$ cat src/rtl/logic_unit_arbiter_if.sv
// Handshake bundle between two issue ports, the shared logic unit arbiter and
// the response consumer.
interface logic_unit_arbiter_if #(
    parameter int WIDTH = 8,
    parameter int CNT_W = 8
);
    logic             req0_valid;
    logic             req0_ready;
    logic [2:0]       req0_op;
    logic [WIDTH-1:0] req0_a;
    logic [WIDTH-1:0] req0_b;

    logic             req1_valid;
    logic             req1_ready;
    logic [2:0]       req1_op;
    logic [WIDTH-1:0] req1_a;
    logic [WIDTH-1:0] req1_b;

    logic             rsp_valid;
    logic             rsp_ready;
    logic             rsp_id;
    logic [2:0]       rsp_op;
    logic [WIDTH-1:0] rsp_data;

    logic [CNT_W-1:0] acc_cnt0;
    logic [CNT_W-1:0] acc_cnt1;

    // Requester/consumer side of the bundle.
    modport master (
        output req0_valid, req0_op, req0_a, req0_b,
        output req1_valid, req1_op, req1_a, req1_b,
        output rsp_ready,
        input  req0_ready, req1_ready,
        input  rsp_valid, rsp_id, rsp_op, rsp_data,
        input  acc_cnt0, acc_cnt1
    );

    // Arbiter side of the bundle.
    modport slave (
        input  req0_valid, req0_op, req0_a, req0_b,
        input  req1_valid, req1_op, req1_a, req1_b,
        input  rsp_ready,
        output req0_ready, req1_ready,
        output rsp_valid, rsp_id, rsp_op, rsp_data,
        output acc_cnt0, acc_cnt1
    );
endinterface

$ cat src/rtl/logic_unit_arbiter.sv
// Round-robin arbiter sharing one bitwise logic unit between two requesters,
// with a single-entry registered response slot that supports backpressure.
module logic_unit_arbiter #(
    parameter int WIDTH = 8,
    parameter int CNT_W = 8
) (
    input  logic                 clk,
    input  logic                 rst,
    logic_unit_arbiter_if.slave  bus
);

    typedef enum logic {
        EMPTY = 1'b0,
        FULL  = 1'b1
    } state_t;

    state_t           state_q, state_d;
    logic             last_grant_q, last_grant_d;
    logic             rsp_id_q, rsp_id_d;
    logic [2:0]       rsp_op_q, rsp_op_d;
    logic [WIDTH-1:0] rsp_data_q, rsp_data_d;
    logic [CNT_W-1:0] acc_cnt0_q, acc_cnt0_d;
    logic [CNT_W-1:0] acc_cnt1_q, acc_cnt1_d;

    logic             can_accept;
    logic             grant_id;
    logic             ready0, ready1;
    logic             accept0, accept1;
    logic [2:0]       sel_op;
    logic [WIDTH-1:0] sel_a, sel_b;

    function automatic logic [WIDTH-1:0] logic_fn(input logic [2:0] op,
                                                  input logic [WIDTH-1:0] a,
                                                  input logic [WIDTH-1:0] b);
        case (op)
            3'd0:    logic_fn = a & b;
            3'd1:    logic_fn = a | b;
            3'd2:    logic_fn = ~a;
            3'd3:    logic_fn = ~b;
            3'd4:    logic_fn = ~(a & b);
            3'd5:    logic_fn = ~(a | b);
            3'd6:    logic_fn = a ^ b;
            default: logic_fn = ~(a ^ b);
        endcase
    endfunction

    // Under contention the requester that did not win last time is favoured;
    // readies are held low during reset so nothing is taken then.
    always_comb begin
        can_accept = (state_q == EMPTY) || bus.rsp_ready;
        grant_id   = (bus.req0_valid && bus.req1_valid) ? ~last_grant_q : bus.req1_valid;
        ready0     = !rst && can_accept && bus.req0_valid && (grant_id == 1'b0);
        ready1     = !rst && can_accept && bus.req1_valid && (grant_id == 1'b1);
        accept0    = bus.req0_valid && ready0;
        accept1    = bus.req1_valid && ready1;
        sel_op     = accept1 ? bus.req1_op : bus.req0_op;
        sel_a      = accept1 ? bus.req1_a  : bus.req0_a;
        sel_b      = accept1 ? bus.req1_b  : bus.req0_b;
    end

    always_comb begin
        state_d      = state_q;
        last_grant_d = last_grant_q;
        rsp_id_d     = rsp_id_q;
        rsp_op_d     = rsp_op_q;
        rsp_data_d   = rsp_data_q;
        acc_cnt0_d   = acc_cnt0_q + {{(CNT_W-1){1'b0}}, accept0};
        acc_cnt1_d   = acc_cnt1_q + {{(CNT_W-1){1'b0}}, accept1};
        if (accept0 || accept1) begin
            state_d      = FULL;
            last_grant_d = accept1;
            rsp_id_d     = accept1;
            rsp_op_d     = sel_op;
            rsp_data_d   = logic_fn(sel_op, sel_a, sel_b);
        end else if (state_q == FULL && bus.rsp_ready) begin
            state_d = EMPTY;
        end
    end

    always_ff @(posedge clk) begin
        if (rst) begin
            state_q      <= EMPTY;
            last_grant_q <= 1'b1;
            rsp_id_q     <= 1'b0;
            rsp_op_q     <= 3'd0;
            rsp_data_q   <= '0;
            acc_cnt0_q   <= '0;
            acc_cnt1_q   <= '0;
        end else begin
            state_q      <= state_d;
            last_grant_q <= last_grant_d;
            rsp_id_q     <= rsp_id_d;
            rsp_op_q     <= rsp_op_d;
            rsp_data_q   <= rsp_data_d;
            acc_cnt0_q   <= acc_cnt0_d;
            acc_cnt1_q   <= acc_cnt1_d;
        end
    end

    assign bus.req0_ready = ready0;
    assign bus.req1_ready = ready1;
    assign bus.rsp_valid  = (state_q == FULL);
    assign bus.rsp_id     = rsp_id_q;
    assign bus.rsp_op     = rsp_op_q;
    assign bus.rsp_data   = rsp_data_q;
    assign bus.acc_cnt0   = acc_cnt0_q;
    assign bus.acc_cnt1   = acc_cnt1_q;

endmodule

$ cat src/flat_wrapper.sv
// flat-port wrapper written by rule: the top's interface ports become plain ports
module logic_unit_arbiter_flat 
#(
    parameter int WIDTH = 8,
    parameter int CNT_W = 8
)
  (clk, rst, bus_req0_valid, bus_req0_op, bus_req0_a, bus_req0_b, bus_req1_valid, bus_req1_op, bus_req1_a, bus_req1_b, bus_rsp_ready, bus_req0_ready, bus_req1_ready, bus_rsp_valid, bus_rsp_id, bus_rsp_op, bus_rsp_data, bus_acc_cnt0, bus_acc_cnt1);
  logic_unit_arbiter_if #(.WIDTH(WIDTH), .CNT_W(CNT_W)) bus_i ();
  input  logic clk;
  input  logic rst;
  input wire logic [$bits(bus_i.req0_valid)-1:0] bus_req0_valid;
  input wire logic [$bits(bus_i.req0_op)-1:0] bus_req0_op;
  input wire logic [$bits(bus_i.req0_a)-1:0] bus_req0_a;
  input wire logic [$bits(bus_i.req0_b)-1:0] bus_req0_b;
  input wire logic [$bits(bus_i.req1_valid)-1:0] bus_req1_valid;
  input wire logic [$bits(bus_i.req1_op)-1:0] bus_req1_op;
  input wire logic [$bits(bus_i.req1_a)-1:0] bus_req1_a;
  input wire logic [$bits(bus_i.req1_b)-1:0] bus_req1_b;
  input wire logic [$bits(bus_i.rsp_ready)-1:0] bus_rsp_ready;
  output wire logic [$bits(bus_i.req0_ready)-1:0] bus_req0_ready;
  output wire logic [$bits(bus_i.req1_ready)-1:0] bus_req1_ready;
  output wire logic [$bits(bus_i.rsp_valid)-1:0] bus_rsp_valid;
  output wire logic [$bits(bus_i.rsp_id)-1:0] bus_rsp_id;
  output wire logic [$bits(bus_i.rsp_op)-1:0] bus_rsp_op;
  output wire logic [$bits(bus_i.rsp_data)-1:0] bus_rsp_data;
  output wire logic [$bits(bus_i.acc_cnt0)-1:0] bus_acc_cnt0;
  output wire logic [$bits(bus_i.acc_cnt1)-1:0] bus_acc_cnt1;
  assign bus_i.req0_valid = bus_req0_valid;
  assign bus_i.req0_op = bus_req0_op;
  assign bus_i.req0_a = bus_req0_a;
  assign bus_i.req0_b = bus_req0_b;
  assign bus_i.req1_valid = bus_req1_valid;
  assign bus_i.req1_op = bus_req1_op;
  assign bus_i.req1_a = bus_req1_a;
  assign bus_i.req1_b = bus_req1_b;
  assign bus_i.rsp_ready = bus_rsp_ready;
  assign bus_req0_ready = bus_i.req0_ready;
  assign bus_req1_ready = bus_i.req1_ready;
  assign bus_rsp_valid = bus_i.rsp_valid;
  assign bus_rsp_id = bus_i.rsp_id;
  assign bus_rsp_op = bus_i.rsp_op;
  assign bus_rsp_data = bus_i.rsp_data;
  assign bus_acc_cnt0 = bus_i.acc_cnt0;
  assign bus_acc_cnt1 = bus_i.acc_cnt1;
  logic_unit_arbiter #(.WIDTH(WIDTH), .CNT_W(CNT_W)) u_core (.clk(clk), .rst(rst), .bus(bus_i));
endmodule
$ cat config.mk
export PLATFORM = sky130hd
export DESIGN_NAME = logic_unit_arbiter_flat
export DESIGN_NICKNAME = d
export VERILOG_FILES = /design/src/rtl/logic_unit_arbiter_if.sv /design/src/rtl/logic_unit_arbiter.sv /design/src/flat_wrapper.sv
export SDC_FILE = /design/constraint.sdc
export NUM_CORES = 1
export LEC_CHECK = 0
export ABC_AREA = 1
export CAP_MARGIN = 10
export CORE_AREA = 4 4 79 81
export CTS_CLUSTER_DIAMETER = 60
export CTS_CLUSTER_SIZE = 14
export DETAILED_ROUTE_END_ITERATION = 10
export DIE_AREA = 0 0 83 85
export MAX_ROUTING_LAYER = met4
export PLACE_DENSITY = 0.87
export SYNTH_ARGS = -nofsm -noshare
export SYNTH_HDL_FRONTEND = slang
export SYNTH_SLANG_ARGS = --single-unit
$ cat constraint.sdc
create_clock -name clk -period 5.7 [get_ports clk]
set_input_delay 0.855 -clock clk [delete_from_list [all_inputs] [get_ports clk]]
set_output_delay 0.855 -clock clk [all_outputs]
set_load 0.05 [all_outputs]
==> flow_summary_export.csv, run 1 <==
group,metric,value,unit
place,placed_area,3150,µm²
synthesis,ys_ff_latch,30,
synthesis,async_flop_share,0,%
pwr,leakagePower,1.58,nW
worst_setup_path,cp.buffers_inverters,2,
synthesis,syn_area,2400,µm²
finish,layout-drive-gt1-share,5.84,%
worst_setup_path,cp_common_cell,"clkdlybuf4s50_1",
synthesis,syn-num-nets,476,
timing,relSlewSlack,40.7,%
timing,tns,0,ns
finish,utilization,59.3,%
worst_setup_path,path_cells,"clkdlybuf4s50_1 -> a21oi_4 -> nand2_1 -> nor2_1 -> clkdlybuf4s50_1",
floorplanning,rows,27,
worst_setup_path,max_stage_delay,0.87,ns
global_route,grt_pass1_vias,2698,
routing,final_antenna_net_count,0,
cts,cts.repair.resized,0,
finish,area_delta_synth_final,35.2,%
cts,cts_made_buffers,5,
timing,rsz0062_at_grt,"no",
timing,final-hold-violation-count,0,
worst_setup_path,critical-path-top-delay-family,"buffers and inverters",
worst_setup_path,cp_max_fo,19,
synthesis,ys_seq_area_share,25.0,%
pwr,power.density,194,nW/µm²
synthesis,yosys.area.top_type,"nand2_1",
synthesis,synth_top_cell_area_share,25.6,%
flow_run,cap_viol_max_count,0,
synthesis,synth_edf_count,0,
routing,vias,2787,
synthesis,synthDistinctLibCells,30,
floorplanning,die_x,83,µm
timing,max_freq,245,MHz
finish,fin_cells,569,
hold_path,hp-class,"register to register",
place,port-buffer-count,73,
synthesis,synthFlopType,"dfxtp_1",
cts,cts_tree,"yes",
place,gp_routability_congestion,0.920,
routing,vias_per_cell,4.90,
routing,drt_wl_total,6570,µm
floorplanning,initial_utilization,43.9,%
cts,cts_setup_buffers,0,
synthesis,synthTopCellsByArea,"nand2_1 26%, dfxtp_1 25%, inv_1 8.8%",
timing,drv_slew,0,
synthesis,synth_commonest_cells,"164 x nand2_1, 56 x inv_1, 54 x nor2_1",
global_route,antenna_found_initial,0,
routing,drc,0,
worst_setup_path,crit_path_end_kind,"output pin",
floorplanning,die_h,85,µm
floorplanning,core_area,5470,µm²
timing,timing.final.crit_share,71.7,%
place,dp.cells,561,
synthesis,synth_cells,427,
pwr,peakVddDrop,0.109,mV
cts,htree_levels,2,
global_route,grt_pass1_wl,11200,µm
timing,hold-worst-slack,0.475,ns
cts,clock_path_buffers,2,
global_route,grt_max_degree,46,
timing,skew,0.00400,ns
worst_setup_path,cp.required,4.85,ns
cts,clk_pin_slew,0.06,ns
synthesis,postSynthAreaPerCell,5.62,µm²
cts,clockRootBuffer,"clkbuf_8",
floorplanning,io_pins,74,
worst_setup_path,critical_path.slowest_cell,"clkdlybuf4s50_1",
synthesis,post-synth-top-count-cell,"nand2_1",
finish,finalNetCount,545,
finish,fillers,541,
cts,cts.sinks,30,
finish,n_antenna_cell,0,
worst_setup_path,arrival,3.23,ns
global_route,grt-ovfl-total,0,
timing,tightest_slew,0.886,ns
routing,wl_per_cell,11.5,µm
timing,finalSetupViolations,0,
synthesis,synth_warnings,0,
finish,final_cell_area,3250,µm²
routing,drt_iter0_markers,120,
place,hpwl,5130,µm
global_route,grt_use_total,19.2,%
timing,finalCriticalPeriod,4.09,ns
floorplanning,dieArea,7060,µm²
worst_setup_path,critPathKind,"input port to output pin",
cts,cts_hold_buf,0,
routing,first_pass_iters,4,
outcome,status,"complete, no violations",
cts,insertion_delay,0.28,ns
worst_setup_path,critPathLaunchType,"input port",
[path summary, 6_finish.rpt]
| check | start | to | slack (ns) | depth (start not counted) |
|---|---|---|---|---|
| min reg2reg | u_core.bus.rsp_id | u_core.bus.rsp_id | 0.47 | 2 |
| min | u_core.bus.rsp_id | u_core.bus.rsp_id | 0.47 | 2 |
| max reg2reg | u_core.last_grant_q | u_core.bus.rsp_data[4] | 3.32 | 12 |
| max | rst | bus_req0_ready | 1.61 | 5 |
[layer usage]
metal / GRT usage, % / share of wire [%]
met2: 34.7 / 50
met3: 3.88 / 5.8
met5: - / 0
met4: 9.36 / 2.5
met1: 20.0 / 42
[power by group]
group | internal, W | switching (W) | total, W
sequential | 0.000221 | 0.00000681 | 0.000228
combinational | 0.0000832 | 0.000142 | 0.000225
clock | 0.0000968 | 0.0000807 | 0.000178
total | 0.000401 | 0.000229 | 0.000630
[through the flow]
stage | worst slack [ns] | power [W]
2_1_floorplan | 2.92 | 0.000381
3_3_place_gp | 1.70 | 0.000451
3_5_place_dp | 1.65 | 0.000456
4_1_cts | 1.64 | 0.000634
5_1_grt | 1.47 | 0.000669
6_report | 1.61 | 0.000630
[cell usage in the layout (no fill, tap or decap), drive strengths merged]
cell	netlist	routed
a21oi	14	14
nand3b	1	1
xnor2	2	2
o21ai	32	32
nor3	5	5
clkinvlp	0	1
nand3	15	15
clkinv	0	1
nor4	2	2
clkbuf	2	6
o21bai	4	4
clkdlybuf4s50	0	73
nor2	61	61
nand2	171	171
o21a	1	1
inv	61	61
nand4	8	8
dfxtp	30	30
ha	6	6
a31oi	3	3
[state kept, by name, summed over array words and instances, names as in the netlist]
| signal | count |
|---|---|
| u_core.bus.acc_cnt0 | 8 |
| u_core.bus.acc_cnt1 | 8 |
| u_core.bus.rsp_data | 8 |
| u_core.bus.rsp_op | 3 |
| u_core.bus.rsp_id | 1 |
| u_core.bus.rsp_valid | 1 |
| u_core.last_grant_q | 1 |
[cell type report]
type | count | area [µm²] | share of cell area [%]
Multi-Input combinational cell | 325 | 1500 | 46.2
Timing Repair Buffer | 73 | 731 | 22.5
Sequential cell | 30 | 601 | 18.5
Inverter | 61 | 231 | 7.13
Tap cell | 72 | 90.1 | 2.77
Clock buffer | 6 | 82.6 | 2.54
Clock inverter | 2 | 12.5 | 0.385
[tightest hold or removal path, cell delays in order (launching register included)]
cell,delay [ns]
dfxtp_1,0.31
nand3_1,0.07
nand2_1,0.05
[kinds of logic after synthesis]
| group | after synthesis | share of synthesized area (%) |
|---|---|---|
| AND/OR/NAND/NOR | 263 | 46.0 |
| buffers and inverters | 72 | 12.6 |
| XOR/XNOR | 2 | 0.730 |
| adder cells (fa/ha/maj) | 6 | 3.13 |
| AO/OA/AOI/OAI | 54 | 12.6 |
| flip-flops | 30 | 25.0 |
No activity file was read; power rests on OpenSTA's default activity.
==> run 2, diff against run 1 <==
Settings changed: CORE_AREA 4 4 79 81 to 4 4 80 82, DIE_AREA 0 0 83 85 to 0 0 84 86, PLACE_DENSITY 0.87 to 0.88.
Clock period 5.7 ns to 3.4 ns, I/O delays scaled along.
==> run 2 against run 1 <==
Clock power rose by 92%. Power rose by 75%. Largest cell class unchanged. Highest routed layer unchanged. Cell count rose by 1.2%. Clock-buffer cell count rose by 1. Worst setup slack got worse by 0.93 ns. Clock skew rose by 0.0020 ns. Routed wire length fell by 6.8%. Sequential power rose by 68%. Combinational power rose by 69%.
==> flow_summary_export.csv, run 2 (synthesis gave the netlist of run 1 again) <==
group,metric,value,unit
floorplanning,die_x,84,µm
global_route,grt_max_degree,39,
routing,drc,0,
worst_setup_path,max_stage_delay,0.67,ns
finish,n_antenna_cell,0,
timing,tightest_slew,0.529,ns
finish,seqCellArea,601,µm²
routing,final_antenna_net_count,0,
timing,skew,0.00602,ns
cts,clockRootBuffer,"clkbuf_8",
cts,cts_made_buffers,5,
flow_run,cap_viol_max_count,0,
worst_setup_path,regToRegStartpoint,"u_core.last_grant_q",
hold_path,hp-class,"register to register",
routing,vias,2724,
floorplanning,die_h,86,µm
worst_setup_path,critical_path.slowest_cell,"clkdlybuf4s50_1",
pwr,power.density,335,nW/µm²
place,port-buffer-count,73,
worst_setup_path,timing.rr.end,"u_core.bus.rsp_data[0]",
pwr,leakagePower,1.61,nW
timing,max_freq,368,MHz
cts,cts_hold_buf,0,
hold_path,min_from,"u_core.bus.rsp_id",
timing,rsz0062_at_grt,"no",
place,gp_routability_congestion,0.887,
place,dp.cells,568,
floorplanning,rows,28,
finish,area_delta_synth_final,37.4,%
worst_setup_path,cp.buffers_inverters,4,
worst_setup_path,reg2regPathDepth,12,
global_route,grt_pass1_vias,2378,
pwr,power,0.00110,W
global_route,grt_use_total,17.3,%
pwr,peakVddDrop,0.316,mV
cts,clk_pin_slew,0.06,ns
routing,drt_iter0_markers,199,
routing,first_pass_iters,4,
cts,clock_path_buffers,2,
cts,insertion_delay,0.28,ns
timing,relSlewSlack,64.6,%
cts,cts_setup_buffers,0,
finish,fin_cells,576,
global_route,grt-ovfl-total,0,
timing,finalCriticalPeriod,2.72,ns
worst_setup_path,arrival,2.89,ns
finish,mostFrequentLayoutCells,"164 x nand2_1, 71 x clkdlybuf4s50_1, 56 x inv_1",
finish,fillers,558,
timing,final-hold-violation-count,0,
worst_setup_path,cp_common_cell,"nand2_1",
worst_setup_path,path_cells,"clkdlybuf4s50_1 -> inv_4 -> nand2_4 -> nor2_8 -> buf_4 -> nand2_1 -> o21ai_0 -> nand2_1 -> nand2_1 -> o21ai_0 -> nor2_1 -> nand4_1 -> nand2_1 -> inv_1",
global_route,grt_pass1_wl,10100,µm
routing,wl_per_cell,10.6,µm
place,hpwl,4900,µm
floorplanning,initial_utilization,41.8,%
cts,htree_levels,2,
finish,layout_commonest_cell,"nand2_1",
floorplanning,io_pins,74,
floorplanning,core_area,5750,µm²
cts,cts_tree,"yes",
worst_setup_path,cp.required,3.58,ns
routing,drt_wl_total,6120,µm
hold_path,whs_path_depth,2,
worst_setup_path,critPathKind,"input port to register",
global_route,antenna_found_initial,0,
worst_setup_path,cp_max_fo,38,
floorplanning,dieArea,7220,µm²
worst_setup_path,ff2ff_setup_slack,1.33,ns
routing,vias_per_cell,4.73,
timing,timing.final.crit_share,79.9,%
hold_path,min_to,"u_core.bus.rsp_id",
worst_setup_path,crit_path_end_kind,"register",
worst_setup_path,critPathLaunchType,"input port",
finish,finalNetCount,549,
timing,drv_slew,0,
finish,multiInputGateArea,1500,µm²
cts,cts.repair.resized,0,
cts,cts.sinks,30,
finish,utilization,57.4,%
worst_setup_path,critical-path-top-delay-family,"buffers and inverters",
finish,layout-drive-gt1-share,6.59,%
outcome,status,"complete, no violations",
timing,finalSetupViolations,0,
timing,tns,0,ns
[run 2: cell count changes in the layout (fill, tap and decap cells not counted)]
cell             change
clkbuf_1             +2
buf_12               +1
clkinv_2             -1
bufinv_16            +1
clkinvlp_4           -1
clkdlybuf4s50_1      -2
clkbuf_8             -1
buf_4                +5
[run 2: area by class of cell]
class / count / area share (%)
clock inverters: 1 / 0.910
repair buffers: 77 / 23.3
multi-input cells: 325 / 45.4
clock buffers: 7 / 2.31
well taps: 75 / 2.84
inverters: 61 / 7.02
flip-flops and latches: 30 / 18.2
[run 2: worst min-delay path: stages (launching register included)]
cell and delay [ns]:
dfxtp_1 0.31, nand3_1 0.07, nand2_1 0.04
[run 2: worst max path at each step]
| stage | from | end | cells after the start |
|---|---|---|---|
| final | rst | u_core.bus.rsp_data[0] | 14 |
| after floorplan | u_core.bus.rsp_valid | u_core.bus.acc_cnt1[7] | 11 |
| after detailed placement | rst | u_core.bus.rsp_data[3] | 14 |
| after global routing | rst | u_core.bus.rsp_data[0] | 14 |
| after global placement | rst | u_core.bus.rsp_data[0] | 14 |
| after CTS | rst | u_core.bus.rsp_data[0] | 14 |
[run 2: through the flow]
stage                     cell area, µm²  hold slack [ns]  setup WS [ns]
final                               3300            0.473          0.683
after global routing                3300            0.493          0.427
after CTS                           3300            0.473          0.702
after detailed placement            3190            0.464          0.421
after global placement              3190            0.454          0.467
after floorplan                     2400            0.429           1.31
[run 2: per-layer routing]
layer  vias to the layer above  part of all wire (%)  global-route usage [%]
li1                       1471                     -                       -
met1                      1150                    45                    20.3
met2                        99                    48                    30.3
met3                         4                   6.5                    3.17
met4                         0                   1.1                    4.82
met5                         -                     0                       -
[run 2: power breakdown]
group	total, W	switching (W)	internal, W	leakage (nW)
clock network	0.000342	0.000123	0.000219	0.0524
registers	0.000382	0.0000115	0.000371	0.245
logic	0.000381	0.000236	0.000144	1.31
total	0.00110	0.000371	0.000734	1.61
==> run 3, diff against run 2 <==
Settings changed: CORE_AREA 4 4 80 82 to 4 4 79 81, DIE_AREA 0 0 84 86 to 0 0 83 85, PLACE_DENSITY 0.88 to 0.87.
Clock period 3.4 ns to 2.5 ns, I/O delays scaled along.
==> run 3 against run 2 <==
Power increased by 33%. Global-route usage rose by 3.2 points. Cell count is 0.69% higher. Via count grew 4.9%. Hold slack got worse by 0.0023 ns. Worst setup slack got worse by 0.45 ns. Clock-buffer cell count down 1. Critical endpoint is now u_core.bus.rsp_data[5]. Critical path depth down 2. Clock skew up 0.0012 ns. Cell area increased by 1.9%.
==> flow_summary_export.csv, run 3 (synthesis gave the netlist of run 1 again) <==
group,metric,value,unit
outcome,status,"complete, no violations",
global_route,grt_max_degree,36,
place,hpwl,5350,µm
hold_path,whs_path_depth,2,
place,gp_routability_congestion,0.921,
routing,vias,2857,
cts,cts_hold_buf,0,
pwr,leakagePower,1.64,nW
worst_setup_path,cp_max_fo,9,
timing,skew,0.00720,ns
finish,seqCellArea,601,µm²
pwr,internal_power,0.000935,W
pwr,seqPwrFrac,35.3,%
cts,htree_levels,2,
routing,vias_per_cell,4.93,
timing,finalCriticalPeriod,2.27,ns
finish,n_antenna_cell,0,
worst_setup_path,crit_path_end_kind,"register",
routing,drt_iter0_markers,134,
worst_setup_path,critPathLaunchType,"input port",
pwr,p_comb_share,36.6,%
timing,final-hold-violation-count,0,
floorplanning,rows,27,
cts,clock_path_buffers,2,
worst_setup_path,path_cells,"clkdlybuf4s50_1 -> a21oi_4 -> nand2_2 -> o21ai_0 -> inv_1 -> ha_1 -> nand2_1 -> o21ai_0 -> nor2_1 -> nand4_1 -> nand2_1 -> inv_1",
worst_setup_path,arrival,2.46,ns
timing,drv_slew,0,
timing,relSlewSlack,65.1,%
floorplanning,core_area,5470,µm²
cts,insertion_delay,0.29,ns
worst_setup_path,max_stage_delay,0.56,ns
worst_setup_path,regToRegStartpoint,"u_core.last_grant_q",
timing,timing.final.crit_share,90.9,%
floorplanning,die_x,83,µm
worst_setup_path,critical_path.slowest_cell,"clkdlybuf4s50_1",
worst_setup_path,timing.rr.end,"u_core.bus.rsp_data[5]",
worst_setup_path,cp.buffers_inverters,3,
hold_path,min_to,"u_core.bus.rsp_id",
global_route,grt_pass1_vias,2711,
cts,clockRootBuffer,"clkbuf_8",
flow_run,cap_viol_max_count,0,
timing,tightest_slew,0.521,ns
finish,layout-drive-gt1-share,8.27,%
place,port-buffer-count,73,
finish,finalNetCount,556,
finish,final_cell_area,3360,µm²
global_route,grt-busiest-layer,"met2",
global_route,gr-usage-met1,22.6,%
worst_setup_path,critPathKind,"input port to register",
global_route,antenna_found_initial,0,
worst_setup_path,cp.required,2.69,ns
cts,clk_pin_slew,0.07,ns
finish,utilization,61.4,%
routing,drt_wl_total,6810,µm
pwr,peakVddDrop,0.209,mV
timing,finalSetupViolations,0,
finish,area_delta_synth_final,40.0,%
hold_path,hp-class,"register to register",
routing,final_antenna_net_count,0,
pwr,switchingPower,0.000540,W
floorplanning,io_pins,74,
cts,cts.repair.resized,0,
global_route,grt_pass1_wl,11900,µm
worst_setup_path,critical-path-top-delay-family,"buffers and inverters",
timing,max_freq,440,MHz
pwr,p_sw_share,36.6,%
global_route,use_met3,4.37,%
floorplanning,die_h,85,µm
floorplanning,initial_utilization,43.9,%
global_route,grt_use_total,20.5,%
finish,layout_commonest_cell,"nand2_1",
timing,rsz0062_at_grt,"no",
global_route,grt_use_met2,36.4,%
routing,first_pass_iters,4,
cts,cts.sinks,30,
finish,mostFrequentLayoutCells,"164 x nand2_1, 71 x clkdlybuf4s50_1, 56 x inv_1",
cts,cts_made_buffers,5,
cts,cts_tree,"yes",
global_route,grt-ovfl-total,0,
place,placed_area,3270,µm²
worst_setup_path,reg2regPathDepth,13,
pwr,power.density,439,nW/µm²
finish,fillers,532,
timing,tns,0,ns
hold_path,min_from,"u_core.bus.rsp_id",
pwr,p_clk_share,28.1,%
worst_setup_path,ff2ff_setup_slack,0.54,ns
finish,multiInputGateArea,1500,µm²
floorplanning,dieArea,7060,µm²
cts,cts_setup_buffers,0,
routing,wl_per_cell,11.7,µm
routing,drc,0,
==> run 3: cell types whose count changed in the layout (fill, tap and decap cells not counted), sizes merged <==
cell      previous run  this run
buf                  6        13
clkbuf               7         6
clkinv               0         1
bufinv               1         0
clkinvlp             0         1
==> run 3: power by group through the flow <==
stage | Combinational [W] | Clock, W | Sequential (W)
finish | 0.000540 | 0.000414 | 0.000520
global route | 0.000596 | 0.000444 | 0.000523
CTS | 0.000539 | 0.000419 | 0.000520
detailed placement | 0.000535 | 0 | 0.000531
global placement | 0.000524 | 0 | 0.000530
floorplan | 0.000255 | 0 | 0.000612
==> run 3: stage by stage <==
step	hold WS, ns	std cells	total power [W]	setup WS (ns)
CTS	0.467	580	0.00148	0.223
detailed placement	0.461	572	0.00107	-0.0399
global route	0.518	580	0.00156	0.0916
floorplan	0.429	427	0.000868	0.412
global placement	0.445	572	0.00105	0.0500
finish	0.471	580	0.00147	0.228
==> run 3: area by class of cell <==
class,count,area share [%]
clock inverter,2,0.372
multi-input combinational,325,44.6
timing repair buffer,84,25.2
sequential,30,17.9
inverter,61,6.89
clock buffer,6,2.46
tap,72,2.68
==> run 3: metal layers <==
| layer | wire, µm | vias to the layer above |
|---|---|---|
| met1 | 2750 | 1247 |
| met4 | 121 | 0 |
| met2 | 3420 | 116 |
| met5 | 0 | - |
| li1 | - | 1481 |
| met3 | 509 | 13 |
==> run 3: worst min-delay path, cell delays in order, from the launching register on <==
cell     delay, ns
dfxtp_1       0.31
nand3_1       0.07
nand2_1       0.04
==> run 3: how the worst max path moves through the flow <==
| stage | startpoint | end | slack (ns) | depth (start not counted) |
|---|---|---|---|---|
| after CTS | rst | u_core.bus.rsp_data[5] | 0.22 | 12 |
| after global routing | rst | u_core.bus.rsp_data[7] | 0.09 | 14 |
| after detailed placement | rst | u_core.bus.rsp_data[5] | -0.04 | 12 |
| final | rst | u_core.bus.rsp_data[5] | 0.23 | 12 |
| after floorplan | u_core.bus.rsp_valid | u_core.bus.acc_cnt1[7] | 0.41 | 11 |
| after global placement | rst | u_core.bus.rsp_data[5] | 0.05 | 12 |
